## src/rtl/onehot_seq_dec_pkg.sv

```systemverilog
`default_nettype none
// ============================================================================
// Module      : onehot_seq_dec_pkg
// Description : Shared mode/state encodings and the one-hot decode function.
// Revision    : 1.0 - initial release
// ============================================================================
package onehot_seq_dec_pkg;

    localparam logic MODE_SINGLE = 1'b0;
    localparam logic MODE_SWEEP  = 1'b1;

    typedef logic [0:0] state_t;
    localparam state_t ST_IDLE = 1'b0;
    localparam state_t ST_EMIT = 1'b1;

    // Widest decode supported; callers keep the low OUT_W bits.
    localparam int ONEHOT_MAX_W = 256;

    function automatic logic [ONEHOT_MAX_W-1:0] onehot(
        input int unsigned idx,
        input int unsigned out_w
    );
        logic [ONEHOT_MAX_W-1:0] v;
        v = '0;
        for (int unsigned k = 0; k < ONEHOT_MAX_W; k++) begin
            v[k] = (k < out_w) && (idx == k);
        end
        return v;
    endfunction

endpackage
`default_nettype wire

```

## src/rtl/onehot_dec_comb.sv

```systemverilog
`default_nettype none
// ============================================================================
// Module      : onehot_dec_comb
// Description : Combinational IDX_W -> OUT_W one-hot decode with range flag.
// Revision    : 1.0 - initial release
// ============================================================================
module onehot_dec_comb
    import onehot_seq_dec_pkg::*;
#(
    parameter int IDX_W = 4,
    parameter int OUT_W = 16
) (
    input  logic [IDX_W-1:0] idx,
    output logic [OUT_W-1:0] dec,
    output logic             err
);

    logic [ONEHOT_MAX_W-1:0] w_full;

    assign w_full = onehot(int'(idx), int'(OUT_W));
    assign dec    = w_full[OUT_W-1:0];
    // Out-of-range indices decode to all zeros, so an empty vector means error.
    assign err    = ~|w_full;

endmodule
`default_nettype wire

```

## src/rtl/onehot_seq_dec.sv

```systemverilog
`default_nettype none
// ============================================================================
// Module      : onehot_seq_dec
// Description : Registered one-hot decoder with single and sweep (walking-one)
//               modes and valid/ready handshakes on both sides.
// Revision    : 1.0 - initial release
// ============================================================================
module onehot_seq_dec
    import onehot_seq_dec_pkg::*;
#(
    parameter int IDX_W    = 4,
    parameter int OUT_W    = 16,
    parameter int SWEEP_EN = 1
) (
    input  logic             clk,
    input  logic             rst,
    input  logic             in_valid,
    output logic             in_ready,
    input  logic             in_mode,
    input  logic [IDX_W-1:0] in_idx,
    input  logic [IDX_W-1:0] in_cnt,
    output logic             out_valid,
    input  logic             out_ready,
    output logic [OUT_W-1:0] out_onehot,
    output logic             out_last,
    output logic             out_err,
    output logic             busy
);

    localparam logic [IDX_W-1:0] c_last_idx = IDX_W'(OUT_W - 1);
    localparam logic [IDX_W-1:0] c_one      = IDX_W'(1);

    state_t             r_state;
    state_t             w_state_nxt;
    logic [IDX_W-1:0]   r_idx;
    logic [IDX_W-1:0]   w_idx_nxt;
    logic [IDX_W-1:0]   r_rem;
    logic [IDX_W-1:0]   w_rem_nxt;
    logic               r_out_valid;
    logic               w_out_valid_nxt;
    logic               r_last;
    logic               w_last_nxt;
    logic               w_load;
    logic [OUT_W-1:0]   r_onehot;
    logic               r_err;
    logic [OUT_W-1:0]   w_dec;
    logic               w_dec_err;
    logic [IDX_W-1:0]   w_idx_adv;
    logic               w_accept;
    logic               w_out_hs;
    logic               w_sweep;

    assign in_ready   = (r_state == ST_IDLE) && (!r_out_valid || out_ready);
    assign w_accept   = in_valid && in_ready;
    assign w_out_hs   = r_out_valid && out_ready;
    assign w_sweep    = (SWEEP_EN != 0) && (in_mode == MODE_SWEEP);
    // Wrap at OUT_W; out-of-range indices count on and wrap mod 2**IDX_W.
    assign w_idx_adv  = (r_idx == c_last_idx) ? '0 : r_idx + c_one;

    assign out_valid  = r_out_valid;
    assign out_onehot = r_onehot;
    assign out_last   = r_last;
    assign out_err    = r_err;
    assign busy       = (r_state != ST_IDLE) || r_out_valid;

    always_comb begin
        w_state_nxt     = r_state;
        w_idx_nxt       = r_idx;
        w_rem_nxt       = r_rem;
        w_out_valid_nxt = r_out_valid;
        w_last_nxt      = r_last;
        w_load          = 1'b0;
        case (r_state)
            ST_IDLE: begin
                if (w_accept) begin
                    w_out_valid_nxt = 1'b1;
                    w_idx_nxt       = in_idx;
                    w_load          = 1'b1;
                    if (w_sweep) begin
                        w_rem_nxt  = in_cnt;
                        w_last_nxt = (in_cnt == '0);
                        if (in_cnt != '0) begin
                            w_state_nxt = ST_EMIT;
                        end
                    end else begin
                        w_rem_nxt  = '0;
                        w_last_nxt = 1'b1;
                    end
                end else if (w_out_hs) begin
                    w_out_valid_nxt = 1'b0;
                end
            end
            ST_EMIT: begin
                // Returning to IDLE as the final beat loads lets the next
                // command be accepted on that beat's handshake.
                if (w_out_hs) begin
                    w_idx_nxt  = w_idx_adv;
                    w_rem_nxt  = r_rem - c_one;
                    w_last_nxt = (r_rem == c_one);
                    w_load     = 1'b1;
                    if (r_rem == c_one) begin
                        w_state_nxt = ST_IDLE;
                    end
                end
            end
            default: begin
                w_state_nxt     = ST_IDLE;
                w_out_valid_nxt = 1'b0;
            end
        endcase
    end

    onehot_dec_comb #(
        .IDX_W (IDX_W),
        .OUT_W (OUT_W)
    ) u_dec (
        .idx (w_idx_nxt),
        .dec (w_dec),
        .err (w_dec_err)
    );

    always_ff @(posedge clk) begin
        if (rst) begin
            r_state     <= ST_IDLE;
            r_idx       <= '0;
            r_rem       <= '0;
            r_out_valid <= 1'b0;
            r_last      <= 1'b0;
            r_onehot    <= '0;
            r_err       <= 1'b0;
        end else begin
            r_state     <= w_state_nxt;
            r_idx       <= w_idx_nxt;
            r_rem       <= w_rem_nxt;
            r_out_valid <= w_out_valid_nxt;
            r_last      <= w_last_nxt;
            if (w_load) begin
                r_onehot <= w_dec;
                r_err    <= w_dec_err;
            end
        end
    end

endmodule
`default_nettype wire
```

## config.mk

```make
export PLATFORM = sky130hd
export DESIGN_NAME = onehot_seq_dec
export DESIGN_NICKNAME = d
export VERILOG_FILES = /design/src/rtl/onehot_seq_dec_pkg.sv /design/src/rtl/onehot_dec_comb.sv /design/src/rtl/onehot_seq_dec.sv
export SDC_FILE = /design/constraint.sdc
export NUM_CORES = 1
export LEC_CHECK = 0
export CAP_MARGIN = 20
export CORE_ASPECT_RATIO = 0.75
export CORE_MARGIN = 5
export CORE_UTILIZATION = 45
export CTS_CLUSTER_DIAMETER = 200
export CTS_CLUSTER_SIZE = 16
export DETAILED_ROUTE_END_ITERATION = 8
export GPL_TIMING_DRIVEN = 0
export HOLD_SLACK_MARGIN = 0.1
export PLACE_DENSITY = 0.83
export SLEW_MARGIN = 0
export SYNTH_ARGS = -nofsm -noshare
export SYNTH_HDL_FRONTEND = slang
export SYNTH_SLANG_ARGS = --single-unit
```

## constraint.sdc

```tcl
create_clock -name clk -period 4.33 [get_ports clk]
set_input_delay 0.866 -clock clk [delete_from_list [all_inputs] [get_ports clk]]
set_output_delay 0.866 -clock clk [all_outputs]
set_load 0.005 [all_outputs]
```

; After elaboration in Yosys (flattened, before gate mapping)
; Index checks and enable logic that the tools add are counted.
[totals]
out_inout_bits = 21
regBits = 28
word_cells = 66
inputBits = 13
[op_classes]
n_eq_ne = 19
addsub = 2
reduce_logical = 14
n_bitwise = 1
n_mux = 23
[ops]
columns = op, n
row1 = == test 4 bit (second input constant), 9
row2 = two-way mux 4 bit, 6
row3 = == test 4 x 3 -> 1 bit (second input constant), 4
row4 = one-hot mux 4 bit (2 select lines), 2
row5 = OR reduction 16 bit, 1
row6 = two-way mux 1 bit, 12
row7 = == test 4 x 1 -> 1 bit (second input constant), 2
row8 = == test 4 x 2 -> 1 bit (second input constant), 2
row9 = logical NOT 4 bit, 2
row10 = one-hot mux 1 bit (2 select lines), 3
row11 = adder 4 x 1 -> 4 bit (second input constant), 1
row12 = AND reduction 2 bit, 2
row13 = nonzero test 4 bit, 1
row14 = subtractor 4 x 1 -> 4 bit (second input constant), 1
row15 = logical AND 1 bit, 3
row16 = logical NOT 1 bit, 2
row17 = logical OR 1 bit, 2
row18 = inequality test 2 x 1 -> 1 bit (second input constant), 1
row19 = inequality test 2 bit (second input constant), 1
row20 = nonzero test 2 bit, 1
row21 = inverter 1 bit, 1

; Logic depth before layout (Yosys ltp)
[logic_depth]
depth_word = 9
depth_mapped = 7
mapped_depth_nobuf = 6

; Cells and area by module
; A second synthesis with hierarchy kept.
[unflattened]
cells_unflattened = 189
hier_area_um2 = 1605.3
[modules_own_cells]
columns = module, cells_each, area_each_um2, n_inst, seq_area_each_um2
row1 = onehot_seq_dec, 167, 1362.6, 1, 560.5
row2 = onehot_dec_comb, 22, 242.7, 1, 0.0

; Worst setup path after synthesis
; Ideal clock, no wire load.
[synth_timing]
path_type = input port to output port
from = input port out_ready
to = output port in_ready
t_required_ns = 3.464
n_path_buf = 1
cell_stages = 3
arrival_time_ns = 1.217
path_slack_ns = 2.247
path_cell_list = buf_4 -> nor2b_4 -> nor2_1
[synth_between]
elab_chain_cells = 2
[synth_rtl]
columns = element, line
row1 = from (decl), onehot_seq_dec.sv:23  ; input logic out_ready,
row2 = logical OR 1 bit, onehot_seq_dec.sv:53  ; assign in_ready = (r_state == ST_IDLE) && (!r_out_valid || out_ready);
row3 = logical AND 1 bit, onehot_seq_dec.sv:53
row4 = to (decl), onehot_seq_dec.sv:18  ; output logic in_ready,
; Every way passes these cells.

; Worst setup path after layout
; Same ends and word-level chain as after synthesis.

==> metrics <==
status completed; Worst-Margin Slew 0.582 ns; Root Driver clkbuf_8; first-pass GRT wire length 6310 um; cell family with most CP delay buffers and inverters; period utilization 70.4%; most frequent CP cell clkdlybuf4s50_1; crit path max-delay cell type clkdlybuf4s50_1; diodes inserted 0; Power Dens Cells 336 mW/mm2; RD Place Congestion 0.891; # Post-CTS Setup Buffers 0; largest cells by area after synthesis dfxtp_1, a22o_1, nand2_1; Area Growth Syn to Fin 30.6%; maximum vdd drop 238 uV; GRT Total Usage 18.2%; Worst-path clk slew 0.09 ns; Sink Count 28; Starting Density 47.9%; Avg Inst Size Synth 8.92 um2; crit path DAT 2.18 ns; Distinct cells, synth 45; layout cells sized above 1 11.2%; prevailing post-synth register cell dfxtp_1; worst hold start out_onehot[12]$_SDFFE_PP0P_; die area 0.00443 mm2; Final setup viols 0; Placed Area 0.00180 mm2; worst skew pair latency 0.28 ns; gr ovfl total 0; residual DRC count 0; synth warn 0; CP Class input port to output port; Critical Path Source Type input port; NumNets Final 214; CP required 3.46 ns; initial antenna violation count 0; Die Width 75.2 um; Yosys top cell area share 39.0%; largest net degree at the start of global routing 17; number of slew-limit violations in the final report 0; Final Instance Area 0.00188 mm2; Reg-to-Reg Start r_idx[1]$_SDFF_PP0_; hpwl dp 2840 um; # IOs 34; post-route minimum period 3.05 ns; f_max 328 MHz; # resized after CTS 0; std cell rows 17; die extent in y 58.9 um; Initial DRT Pass Iterations 4; final wirelength 3760 um; WP buf/inv 3; crit end category output port; FF+latch count, synth 28; Post-synth EDFFs 0; Max stage delay on crit path 0.51 ns; Via density 5.71; worst-path maximum fanout 10; Num CTS Buffers 3; Worst Setup SP out_ready; synthesized area 0.00144 mm2; worst hold slack 0.452 ns; Routed wire per std cell 16.0 um; Synth Instances 161; slew margin rel. 60.9%; Cells after DPL 231; final core utilization 62.5%; post-route ant nets 0; CTS Hold Bufs 0; FFs w/ async S/R, synth 0%; # H-tree levels 1; max-cap viol count 0; Iteration-0 DRC Markers 159; Via Count 1,343; worst-path cell chain clkdlybuf4s50_1, buf_4, nor2b_4, nor2_1, clkdlybuf4s50_1; hold path depth 2; cell taking the most area after synthesis dfxtp_1; Max Clock Skew 0.00511 ns; CTS tree built; core area 0.00300 mm2; Pleak 0.700 nW; sequential share of the synthesized area 39.0%; Worst path depth 5; Syn Nets 177; RSZ-0062 raised after global routing false; non-filler cells, final 235; setup TNS 0 ns; Port Buf Inserts 32; hold crit path type flip-flop to flip-flop; reg2reg path depth 6; Hold Vio Cnt, Final 0; Clock Tree Buf Depth 2; vias in the first global route 1,355
-- layout by cell type, fill, tap and decap left out, types with 2 or more instances in the layout --
master / count
o31ai_1: 2
inv_1: 6
nand2b_1: 5
a221oi_1: 3
o21ai_1: 5
a21oi_1: 8
a21boi_0: 3
buf_4: 3
buf_6: 2
a22o_1: 8
nand2_1: 18
nor2b_4: 2
buf_2: 2
nand3_1: 5
nor2b_1: 2
dfxtp_1: 28
clkdlybuf4s50_1: 32
and3_1: 6
o31a_1: 2
nor3_1: 5
clkbuf_1: 2
a211oi_1: 2
nor2_1: 10
clkbuf_8: 3
and2_1: 2
ha_1: 3
o21ai_0: 7
-- cell type report --
cell class | count | area [um2]
fill | 244 | 1120
multi-input combinational | 117 | 787
sequential | 28 | 561
timing repair buffer | 32 | 320
buffer | 9 | 62.6
tap | 38 | 47.5
clock buffer | 3 | 41.3
clock inverter | 1 | 30.0
inverter | 7 | 26.3
-- cell usage after synthesis (3+ instances only) --
master    count
a21oi_1       8
nor3_1        5
o21ai_0       7
and3_1        6
a22o_1        8
nand3_1       5
buf_4         3
o21ai_1       5
nand2b_1      5
dfxtp_1      28
nand2_1      18
ha_1          3
inv_1         6
nor2_1       10
a21boi_0      3
a221oi_1      3
-- logic make-up (layout without fill, tap and decap cells) --
family,count (synthesis),after routing,synth area share [%]
simple gates,67,67,28.6
fa+ha+maj,3,3,2.61
buf+inv,16,52,6.18
flops,28,28,39.0
compound gates,46,46,22.6
mux,1,1,0.958
-- worst min-delay path: stages, from the launching register on --
cell and delay (ns):
dfxtp_1 0.32, nand2_1 0.05, o21ai_1 0.05
-- metal layers --
metal | vias up | wire [um] | track usage (%) | share of wire, %
li1 | 659 | - | - | -
met1 | 624 | 1680 | 25.9 | 45
met5 | - | 0 | 0 | 0
met3 | 4 | 245 | 3.92 | 6.5
met2 | 56 | 1800 | 28.9 | 48
met4 | 0 | 35 | 2.74 | 0.93
-- path summary, 6_finish.rpt --
path	end	slack [ns]
setup reg to reg	out_onehot[10]$_SDFFE_PP0P_	2.40
hold / removal	out_onehot[12]$_SDFFE_PP0P_	0.45
hold reg to reg	out_onehot[12]$_SDFFE_PP0P_	0.45
setup / recovery	in_ready	1.28
-- per-stage QoR --
stage,power (mW),setup slack (ns)
after floorplan,0.375,2.25
after global placement,0.419,1.29
after detailed placement,0.425,1.29
after CTS,0.630,1.28
after global routing,0.659,1.23
final,0.629,1.28
-- power breakdown --
group	switching, mW	internal, mW
clock network	0.0834	0.124
logic	0.0744	0.0652
registers	0.0113	0.271
total	0.169	0.460
-- state kept, by name, indices dropped and copies added (netlist names) --
name,count
r_state,1
out_err,1
out_valid,1
r_rem,4
r_idx,4
out_onehot,16
out_last,1
Power figures use the tool's default switching activity.
